File: config.mk
export PLATFORM = sky130hd
export DESIGN_NAME = obj_row_gen
export DESIGN_NICKNAME = d
export VERILOG_FILES = /design/src/rtl/obj_row_gen.sv
export SDC_FILE = /design/constraint.sdc
export NUM_CORES = 1
export LEC_CHECK = 0
export CAP_MARGIN = 20
export CORE_MARGIN = 2
export CORE_UTILIZATION = 40
export CTS_CLUSTER_DIAMETER = 200
export DETAILED_ROUTE_END_ITERATION = 6
export MAX_ROUTING_LAYER = met4
export PLACE_DENSITY = 0.78
export SYNTH_ARGS = -nofsm -noshare
export SYNTH_HDL_FRONTEND = slang
export SYNTH_SLANG_ARGS = --single-unit
export TNS_END_PERCENT = 50
File: constraint.sdc
create_clock -name clk -period 2.02 [get_ports clk]
set_input_delay 0.505 -clock clk [delete_from_list [all_inputs] [get_ports clk]]
set_output_delay 0.505 -clock clk [all_outputs]
set_load 0.05 [all_outputs]
File: src/rtl/obj_row_gen.sv
// Sprite row/column address generator: Y-hit test, per-line sprite limit, valid/ready fetch stream.
// Optional OBJ_STATS_EN adds a per-line hit counter and a sprite-disable attribute bit.
module obj_row_gen #(
  parameter int YW        = 8,
  parameter int OBJ_H     = 16,
  parameter int COL_STEPS = 4,
  parameter int MAX_SPR   = 8,
  localparam int ROW_BITS = $clog2(OBJ_H),
  localparam int COL_BITS = $clog2(COL_STEPS),
  localparam int AW       = COL_BITS + ROW_BITS
) (
  input  logic                clk,
  input  logic                reset,
  input  logic                cen,
  input  logic                line_start,
  input  logic [YW-1:0]       vcnt,
  input  logic                y_stb,
  input  logic [YW-1:0]       obj_y,
  input  logic                attr_stb,
  input  logic [7:0]          obj_attr,
  output logic                r_valid,
  input  logic                r_ready,
  output logic [AW-1:0]       r_addr,
  output logic                r_last,
  output logic                busy,
  output logic                ovf
`ifdef OBJ_STATS_EN
  , output logic [7:0]        hit_cnt
`endif
);

  // state     | meaning
  // IDLE      | waiting for an object Y byte
  // WAIT_ATTR | hit/row captured, waiting for the attribute byte
  // EMIT      | streaming COL_STEPS fetch addresses for the accepted sprite
  typedef enum logic [1:0] {IDLE, WAIT_ATTR, EMIT} state_t;

  state_t              state_q, state_d;
  logic                hit_q, hit_d;
  logic [ROW_BITS-1:0] row_q, row_d;
  logic [COL_BITS-1:0] col_q, col_d;
  logic                flipx_q, flipx_d;
  logic                flipy_q, flipy_d;
  logic [7:0]          count_q, count_d;
  logic                ovf_q, ovf_d;
  logic [7:0]          hcnt_q, hcnt_d;

  logic [YW-1:0]       sum;
  logic                sum_hit;
  logic                hit_eff;
  logic                emit;
  logic                last_col;

  assign sum     = obj_y + vcnt;
  assign sum_hit = &sum[YW-1:ROW_BITS];

`ifdef OBJ_STATS_EN
  assign hit_eff = hit_q & ~obj_attr[2];
  assign hit_cnt = hcnt_q;
  logic unused_attr;
  assign unused_attr = ^obj_attr[7:3];
`else
  assign hit_eff = hit_q;
  logic unused_attr;
  assign unused_attr = ^{obj_attr[7:2], hcnt_q};
`endif

  assign emit     = (state_q == EMIT);
  assign last_col = (col_q == COL_BITS'(COL_STEPS - 1));
  assign r_valid  = emit;
  assign r_last   = emit & last_col;
  assign r_addr   = emit ? {col_q ^ {COL_BITS{flipx_q}}, row_q ^ {ROW_BITS{flipy_q}}} : '0;
  assign busy     = (state_q != IDLE);
  assign ovf      = ovf_q;

  always_comb begin
    state_d = state_q;
    hit_d   = hit_q;
    row_d   = row_q;
    col_d   = col_q;
    flipx_d = flipx_q;
    flipy_d = flipy_q;
    count_d = count_q;
    ovf_d   = ovf_q;
    hcnt_d  = hcnt_q;
    if (line_start) begin
      state_d = IDLE;
      count_d = '0;
      ovf_d   = 1'b0;
      hcnt_d  = '0;
    end else begin
      case (state_q)
        IDLE: begin
          if (y_stb) begin
            hit_d   = sum_hit;
            row_d   = sum[ROW_BITS-1:0];
            state_d = WAIT_ATTR;
          end
        end
        WAIT_ATTR: begin
          if (attr_stb) begin
            state_d = IDLE;
            if (hit_eff) begin
              // overflowed hits still count toward the statistics
              if (hcnt_q != 8'hFF) hcnt_d = hcnt_q + 8'd1;
              if (count_q < 8'(MAX_SPR)) begin
                flipx_d = obj_attr[0];
                flipy_d = obj_attr[1];
                count_d = count_q + 8'd1;
                col_d   = '0;
                state_d = EMIT;
              end else begin
                ovf_d = 1'b1;
              end
            end
          end
        end
        EMIT: begin
          if (r_ready) begin
            if (last_col) state_d = IDLE;
            else          col_d   = col_q + COL_BITS'(1);
          end
        end
        default: state_d = IDLE;
      endcase
    end
  end

  always_ff @(posedge clk or posedge reset) begin
    if (reset) begin
      state_q <= IDLE;
      hit_q   <= 1'b0;
      row_q   <= '0;
      col_q   <= '0;
      flipx_q <= 1'b0;
      flipy_q <= 1'b0;
      count_q <= '0;
      ovf_q   <= 1'b0;
      hcnt_q  <= '0;
    end else if (cen) begin
      state_q <= state_d;
      hit_q   <= hit_d;
      row_q   <= row_d;
      col_q   <= col_d;
      flipx_q <= flipx_d;
      flipy_q <= flipy_d;
      count_q <= count_d;
      ovf_q   <= ovf_d;
      hcnt_q  <= hcnt_d;
    end
  end

endmodule

== Yosys cells after proc, flatten, opt, wreduce, memory -nomap -nowiden ==
Index checks and enable logic that the tools add are counted.
Word-level totals
  register bits after elaboration: 20
  input bits: 31
  word-level logic and storage cells: 68
Operators by class
  $add $sub $neg: 3
  magnitude comparators: 1
  equal/unequal tests: 13
  muxes and demuxes: 25
  bitwise logic cells: 4
  reductions and logical operators: 14
Operators with widths (number)
  8-bit two-way mux: 5
  2-bit two-way mux: 12
  5-bit AND reduction: 3
  2-bit != test (second input constant): 6
  2-bit nonzero test: 6
  3-bit != test (second input constant): 3
  8-bit by 1-bit adder with 8-bit output (second input constant): 1
  8-bit adder: 1
  8-bit by 4-bit < comparator with 1-bit output (second input constant): 1
  4-bit AND reduction: 2
  8-bit AND reduction: 1
  6-bit two-way mux: 1
  2-bit one-hot mux with 3 select lines: 1
  6-bit AND reduction: 1
  1-bit two-way mux: 5
  2-bit == test (second input constant): 2
  2-bit one-hot mux with 2 select lines: 1
  4-bit XOR: 1
  3-bit by 2-bit != test with 1-bit output (second input constant): 1
  2-bit by 1-bit adder with 2-bit output (second input constant): 1
  2-bit by 1-bit == test with 1-bit output (second input constant): 1
  2-bit logical NOT: 1
  2-bit XOR: 1
  1-bit AND: 1
  1-bit inverter: 1

== Longest topological paths before layout ==
Gate-level depths: netlist of the first run.
  word-level depth: 6
  gate-level depth with buffers: 6
  mapped depth without buffers: 6

== Worst setup path after synthesis of the first run ==
OpenSTA, ideal clock, no wires.
  kind: register to output
  start: register state_q[0]
  end: output r_last
  data arrival time: 1.519 ns
  required time: 1.515 ns
  slack: -0.004 ns
  cell stages (with the launch flop): 4
  path buffers: 0
  path through: dfrtp_1 > nand2b_1 > inv_1 > and2_1
On the way
  longest elaborated chain between the ends: 2
RTL lines
  from (decl): RTL line 38  | state_t state_q, state_d;
  from (signal assigned): RTL line 141  | state_q <= state_d;
  2-bit == test: RTL line 68  | assign emit = (state_q == EMIT);
  via r_valid: RTL line 21  | output logic r_valid,
  1-bit AND: RTL line 71  | assign r_last = emit & last_col;
  to (decl): RTL line 24  | output logic r_last,
The timed path passes the listed nets, and every way through them passes these cells.

== Final worst setup path of the first run ==
  start: input obj_y[0]
  end: register hit_q (netlist: hit_eff)
On the way
  longest elaborated chain between the ends: 2
RTL lines
  from (decl): RTL line 18  | input logic [YW-1:0] obj_y,
  8-bit adder: RTL line 54  | assign sum = obj_y + vcnt;
  4-bit AND reduction: RTL line 55  | assign sum_hit = &sum[YW-1:ROW_BITS];
  to (signal assigned): RTL line 142  | hit_q <= hit_d;
  to (decl): RTL line 39  | logic hit_q, hit_d;
Every way passes these cells.
A chain may end at the register's enable or synchronous reset.

==> flow_metrics.py, run 1 <==
metrics = {
    "status": {
        "status": "completed",
    },
    "layout": {
        "seqCellArea_um2": 500,
        "nFillCells": 239,
        "num-nets-final": 226,
        "design_area_mm2": 0.00196,
        "drive_gt1_frac": 0.288,
        "antenna_cells": 0,
        "area_growth_pct": 56.5,
        "multiInputGateArea_um2": 753,
        "stdcell_count": 217,
        "final_util": 0.651,
    },
    "pwr": {
        "switchingPower_mw": 0.332,
        "peakVddDrop_mv": 0.346,
        "switching_share": 0.279,
        "p_clk_frac": 0.275,
        "pwr-share-comb": 0.298,
        "power.total_mw": 1.19,
        "p_int_mw": 0.859,
        "p_leak_nw": 0.911,
        "pwr-share-seq": 0.427,
        "cellPowerDensity_mw_per_mm2": 609,
    },
    "sta": {
        "slew_violations": 0,
        "worst_slew_pin_slew_ns": 0.310,
        "rsz0062_at_grt": "no",
        "post-route-period-util": 0.977,
        "setup_viol": 0,
        "max_freq_mhz": 507,
        "finalHoldViolCount": 0,
        "fin_skew_ns": 0.00852,
        "min_period_ns": 1.97,
        "maxSlewHeadroom": 0.791,
    },
    "setup_path": {
        "crit_required_ns": 2.23,
        "timing.rr.end": "count_q[2]",
        "crit_chain": "clkdlybuf4s50_1 > ha_2 > fa_2 > a211oi_2 > o21bai_1 > nor3b_1 > a32o_1",
        "startpoint": "obj_y[0]",
        "cp-end-kind": "register",
        "r2r_setup_slack_ns": 0.07,
        "start_kind": "input pin",
        "critPathMaxStageDelay_ns": 0.42,
        "crit_buf_inv": 1,
        "reg2reg_from": "count_q[6]",
        "crit_arrival_ns": 2.18,
        "rr_worst_depth": 4,
        "worst-path-max-fanout": 2,
        "crit_cells": 7,
        "crit_path_top_delay_cell": "clkdlybuf4s50_1",
        "crit_type": "input pin to register",
        "path_delay_family": "compound AO/OA/AOI/OAI gates",
    },
    "detailed_routing": {
        "drtAntennaViolNets": 0,
        "wl_um": 3050,
        "vias": 1185,
        "drt-initial-drc-count": 52,
        "wl_per_cell_um": 14.0,
        "dr.pass1.iters": 5,
        "drc": 0,
        "via_per_inst": 5.46,
    },
    "floorplan": {
        "die_area_mm2": 0.00359,
        "start_util": 0.416,
        "coreArea_mm2": 0.00300,
        "die_w_um": 59.9,
        "fp.dieH_um": 59.9,
        "pin_count": 41,
        "core.rowCount": 20,
    },
    "global_routing": {
        "grt_use_met1": 0.205,
        "globalRouteOverflowTotal": 0,
        "grt_pass1_wl_um": 5130,
        "antenna_found_initial": 0,
        "grt-busiest-layer": "met2",
        "grt_start_max_net_pins": 21,
        "grt.total_usage": 0.198,
        "grt_pass1_vias": 1233,
        "use_met3": 0.0173,
        "grtUsageMet2": 0.366,
    },
    "yosys": {
        "ys.flop_type": "dfrtp_1",
        "syn_avg_cell_area_um2": 10.0,
        "ys_ff_latch": 20,
        "syn_area_mm2": 0.00125,
        "synth-edff-count": 0,
        "async_reset_ff_frac": 1.00,
        "ys_types": 39,
        "ys_seq_area_frac": 0.400,
        "ys.warnings.count": 0,
        "syn_nets": 166,
        "synthCells": 125,
    },
    "job": {
        "maxCapViolations": 0,
    },
    "clock_tree": {
        "cts_tree": "yes",
        "clk_pin_slew_ns": 0.12,
        "cts_sinks": 20,
        "clock_latency_ns": 0.30,
        "cts_root_buffer": "clkbuf_4",
        "cts_buffer_depth": 2,
        "cts_htree_levels": 1,
        "cts_inserted_buffers": 3,
    },
    "placed_design": {
        "hpwl_um": 2360,
        "globalplace.congestion": 0.848,
        "port_buffers": 34,
        "dp.cells": 211,
        "dpl-instance-area_mm2": 0.00185,
    },
    "hold_path": {
        "hp-class": "input pin to async pin",
    },
}
[logic make-up (layout without fill, tap and decap cells)]
group,after synthesis,after routing,share of synthesized area
AOI/OAI and AO/OA,25,25,0.133
xor gates and xnor gates,12,12,0.0841
and+or+nand+nor,43,43,0.197
adders and majority gates,10,10,0.106
DFF,20,20,0.400
buffers and inverters,9,68,0.0270
muxes,6,6,0.0521
[synthesized netlist by cell type, types with 3 or more instances]
cell type  instances  area, um2
xnor2_1            9       78.8
o21ai_0            6       30.0
a21oi_1            6       30.0
and2_1             4       25.0
mux2_2             4       45.0
nor2_1            15       56.3
inv_1              8       30.0
nand2_1            6       22.5
ha_1               9        113
xor2_1             3       26.3
dfrtp_1           20        500
[power by group through the flow]
| stage | Sequential, mW | Combinational [mW] | Clock, mW |
|---|---|---|---|
| after floorplan | 0.497 | 0.209 | 0 |
| after global placement | 0.510 | 0.319 | 0 |
| after detailed placement | 0.515 | 0.341 | 0 |
| after CTS | 0.508 | 0.356 | 0.334 |
| after global routing | 0.517 | 0.389 | 0.348 |
| final | 0.508 | 0.355 | 0.327 |
[cells in the final DEF (no fill, tap or decap), types with 2 or more instances in the layout]
cell type	count
dfrtp_1	20
mux2i_1	2
a211oi_2	2
mux2_2	4
o21ai_0	6
clkdlybuf4s50_1	22
ha_1	8
a21o_1	2
nor3b_1	2
nand2_1	6
xnor2_1	9
dlygate4sd2_1	2
a21oi_1	6
buf_12	8
or4_4	2
nand3b_1	2
clkbuf_4	3
and2_1	3
buf_4	24
and2_2	2
nor2_1	15
o211ai_1	2
xor2_1	3
inv_1	7
[routing by layer]
layer	routed length (um)	vias to the layer above	share of wire
li1	-	569	-
met1	1160	570	0.38
met2	1730	42	0.57
met3	127	4	0.042
met4	36	0	0.012
met5	0	-	0
[sequential cells by signal (all words and copies together) (netlist names)]
signal	flops
row_q	4
flipy_q	1
count_q	8
col_q	2
hit_eff	1
ovf	1
state_q	2
flipx_q	1
[worst min-delay path, delay by kind of cell]
kind	cells	cell delay, ns
buffers and inverters	3	0.70
[how the worst max path moves through the flow]
| stage | to | slack (ns) |
|---|---|---|
| after CTS | count_q[2] | -0.001 |
| after detailed placement | hit_eff | -0.42 |
| after floorplan | hit_eff | 0.06 |
| after global routing | hit_eff | 0.004 |
| after global placement | hit_eff | -0.41 |
| final | hit_eff | 0.05 |
[stage by stage]
stage,TNS (ns),worst slack [ns],hold WS (ns)
after CTS,-0.00119,-0.00119,0.510
final,0,0.0461,0.506
after global routing,0,0.00367,0.528
after global placement,-0.572,-0.408,0.470
after floorplan,0,0.0560,0.455
after detailed placement,-0.729,-0.422,0.477
[timing repair]
action / in CTS / in global routing
setup endpoints to repair: 3 / 2
pin swaps: 4 / 3
gates resized for setup: 11 / 1
hold buffers: 0 / 0
setup buffers: 1 / 1
[final cells by class]
type | instances | area share
Clock inverter | 1 | 0.0154
Inverter | 8 | 0.0154
Clock buffer | 3 | 0.0115
Timing Repair Buffer | 56 | 0.296
Sequential cell | 20 | 0.256
Multi-Input combinational cell | 96 | 0.385
Tap cell | 33 | 0.0211
(Power assumes the default switching activity.)
==> run 2, diff against run 1 <==
--- a/config.mk
+++ b/config.mk
@@ -5,7 +5,7 @@
 export SDC_FILE = /design/constraint.sdc
 export NUM_CORES = 1
 export LEC_CHECK = 0
-export CAP_MARGIN = 20
+export CAP_MARGIN = 25
 export CORE_MARGIN = 2
 export CORE_UTILIZATION = 40
 export CTS_CLUSTER_DIAMETER = 200
==> results of run 2 <==
No change in the layout: final DEF, timing and power equal those of run 1.
==> run 3, diff against run 2 <==
--- a/config.mk
+++ b/config.mk
@@ -6,12 +6,12 @@
 export NUM_CORES = 1
 export LEC_CHECK = 0
 export CAP_MARGIN = 25
-export CORE_MARGIN = 2
+export CORE_MARGIN = 3
 export CORE_UTILIZATION = 40
 export CTS_CLUSTER_DIAMETER = 200
 export DETAILED_ROUTE_END_ITERATION = 6
 export MAX_ROUTING_LAYER = met4
-export PLACE_DENSITY = 0.78
+export PLACE_DENSITY = 0.75
 export SYNTH_ARGS = -nofsm -noshare
 export SYNTH_HDL_FRONTEND = slang
 export SYNTH_SLANG_ARGS = --single-unit
==> constraint.sdc (replaced) <==
create_clock -name clk -period 2 [get_ports clk]
set_input_delay 0.5 -clock clk [delete_from_list [all_inputs] [get_ports clk]]
set_output_delay 0.5 -clock clk [all_outputs]
set_load 0.05 [all_outputs]
==> flow_metrics.py, run 3 (synthesis gave the netlist of run 1 again) <==
metrics = {
    "layout": {
        "seqCellArea_um2": 502,
        "area_growth_pct": 59.0,
        "reg_top3": "count_q: 8 flops, row_q: 4 flops",
        "multiInputGateArea_um2": 768,
        "final_common_cell": "buf_4",
        "stdcell_count": 226,
        "nFillCells": 218,
        "final_util": 0.691,
        "layout_common_cells": "buf_4, clkdlybuf4s50_1, dfrtp_1, nor2_1, xnor2_1",
        "drive_gt1_frac": 0.293,
        "num-nets-final": 226,
        "antenna_cells": 0,
        "largest_reg_flops": 8,
        "top_register": "count_q",
    },
    "sta": {
        "min_period_ns": 2.00,
        "setup_viol": 0,
        "slew_violations": 0,
        "max_freq_mhz": 501,
        "rsz0062_at_grt": "yes",
        "fin_tns_setup_ns": 0,
        "post-route-period-util": 0.999,
        "fin_skew_ns": 0.0115,
        "worst_slew_pin_slew_ns": 0.507,
        "finalHoldViolCount": 0,
        "maxSlewHeadroom": 0.661,
    },
    "floorplan": {
        "coreArea_mm2": 0.00288,
        "start_util": 0.435,
        "die_area_mm2": 0.00383,
        "die_w_um": 61.9,
        "core.rowCount": 19,
        "fp.dieH_um": 61.9,
        "pin_count": 41,
    },
    "pwr": {
        "p_leak_nw": 0.929,
        "peakVddDrop_mv": 0.356,
        "power.total_mw": 1.20,
        "cellPowerDensity_mw_per_mm2": 604,
    },
    "hold_path": {
        "hp-class": "input pin to async pin",
    },
    "clock_tree": {
        "cts_buffer_depth": 2,
        "clk_pin_slew_ns": 0.12,
        "cts_inserted_buffers": 3,
        "clock_latency_ns": 0.30,
        "cts_root_buffer": "clkbuf_4",
        "cts_htree_levels": 1,
        "cts_sinks": 20,
        "ctsHoldBuffers": 0,
        "cts_tree": "yes",
    },
    "detailed_routing": {
        "dr.pass1.iters": 4,
        "drt-initial-drc-count": 29,
        "wl_um": 3080,
        "via_per_inst": 5.02,
        "drtAntennaViolNets": 0,
        "vias": 1134,
        "drc": 0,
        "wl_per_cell_um": 13.6,
    },
    "placed_design": {
        "hpwl_um": 2380,
        "port_buffers": 34,
        "globalplace.congestion": 0.792,
        "dp.cells": 218,
    },
    "setup_path": {
        "worst-path-max-fanout": 2,
        "start_kind": "input pin",
        "crit_arrival_ns": 2.25,
        "crit_type": "input pin to register",
        "crit_required_ns": 2.25,
        "cp-end-kind": "register",
    },
    "global_routing": {
        "antenna_found_initial": 0,
        "globalRouteOverflowTotal": 0,
        "grt_start_max_net_pins": 21,
        "grt_pass1_wl_um": 4810,
        "grt.total_usage": 0.176,
        "grt_pass1_vias": 1141,
    },
    "status": {
        "status": "completed",
    },
    "job": {
        "maxCapViolations": 0,
    },
}
[run 3: area by class of cell]
cell class | count | share of cell area
multi-input cells | 96 | 0.387
repair buffers | 56 | 0.293
flip-flops and latches | 20 | 0.253
well taps | 42 | 0.0264
clock inverters | 1 | 0.0151
inverters | 8 | 0.0151
clock buffers | 3 | 0.0113
[run 3: through the flow]
step | setup slack (ns) | instance area, um2 | hold slack (ns)
5_1_grt | -0.0380 | 1990 | 0.516
3_5_place_dp | -0.481 | 1850 | 0.478
4_1_cts | 0.00335 | 1950 | 0.505
2_1_floorplan | 0.0410 | 1250 | 0.455
6_report | 0.00280 | 1990 | 0.501
3_3_place_gp | -0.435 | 1850 | 0.470
[run 3: power breakdown]
part	internal (mW)	total (mW)	leakage (nW)	switching, mW
clock network	0.202	0.325	0.0279	0.122
registers	0.460	0.515	0.264	0.0550
logic	0.209	0.360	0.638	0.151
total	0.871	1.20	0.929	0.328
[run 3: routing by layer]
| metal | GRT usage | up-vias | wire (um) |
|---|---|---|---|
| met3 | 0.0186 | 4 | 117 |
| li1 | - | 565 | - |
| met1 | 0.198 | 534 | 1260 |
| met5 | - | - | 0 |
| met4 | 0.0727 | 0 | 44 |
| met2 | 0.315 | 31 | 1650 |
[run 3: critical path, cell delays in order]
cell and delay (ns):
clkdlybuf4s50_1 0.47, ha_2 0.19, buf_4 0.11, buf_4 0.11, a211oi_2 0.08, or4b_4 0.53
o2111ai_2 0.09, a32o_1 0.18
[run 3: final timing paths]
check	start	end	slack [ns]	cells after the start
worst max register to register	count_q[6]	flipy_q	0.09	4
max in group asynchronous	reset	state_q[0]	1.27	3
worst max-delay path	vcnt[0]	hit_eff	0.003	8
min in group clk	count_q[5]	count_q[5]	0.50	1
worst min-delay path	reset	count_q[6]	0.50	3
worst min register to register	count_q[5]	count_q[5]	0.50	1
[run 3: repair_timing]
action	in CTS	in global routing
buffers inserted	2	2
setup endpoints to repair	2	11
gates resized for setup	10	6
gates cloned	0	0
pin swaps	6	5
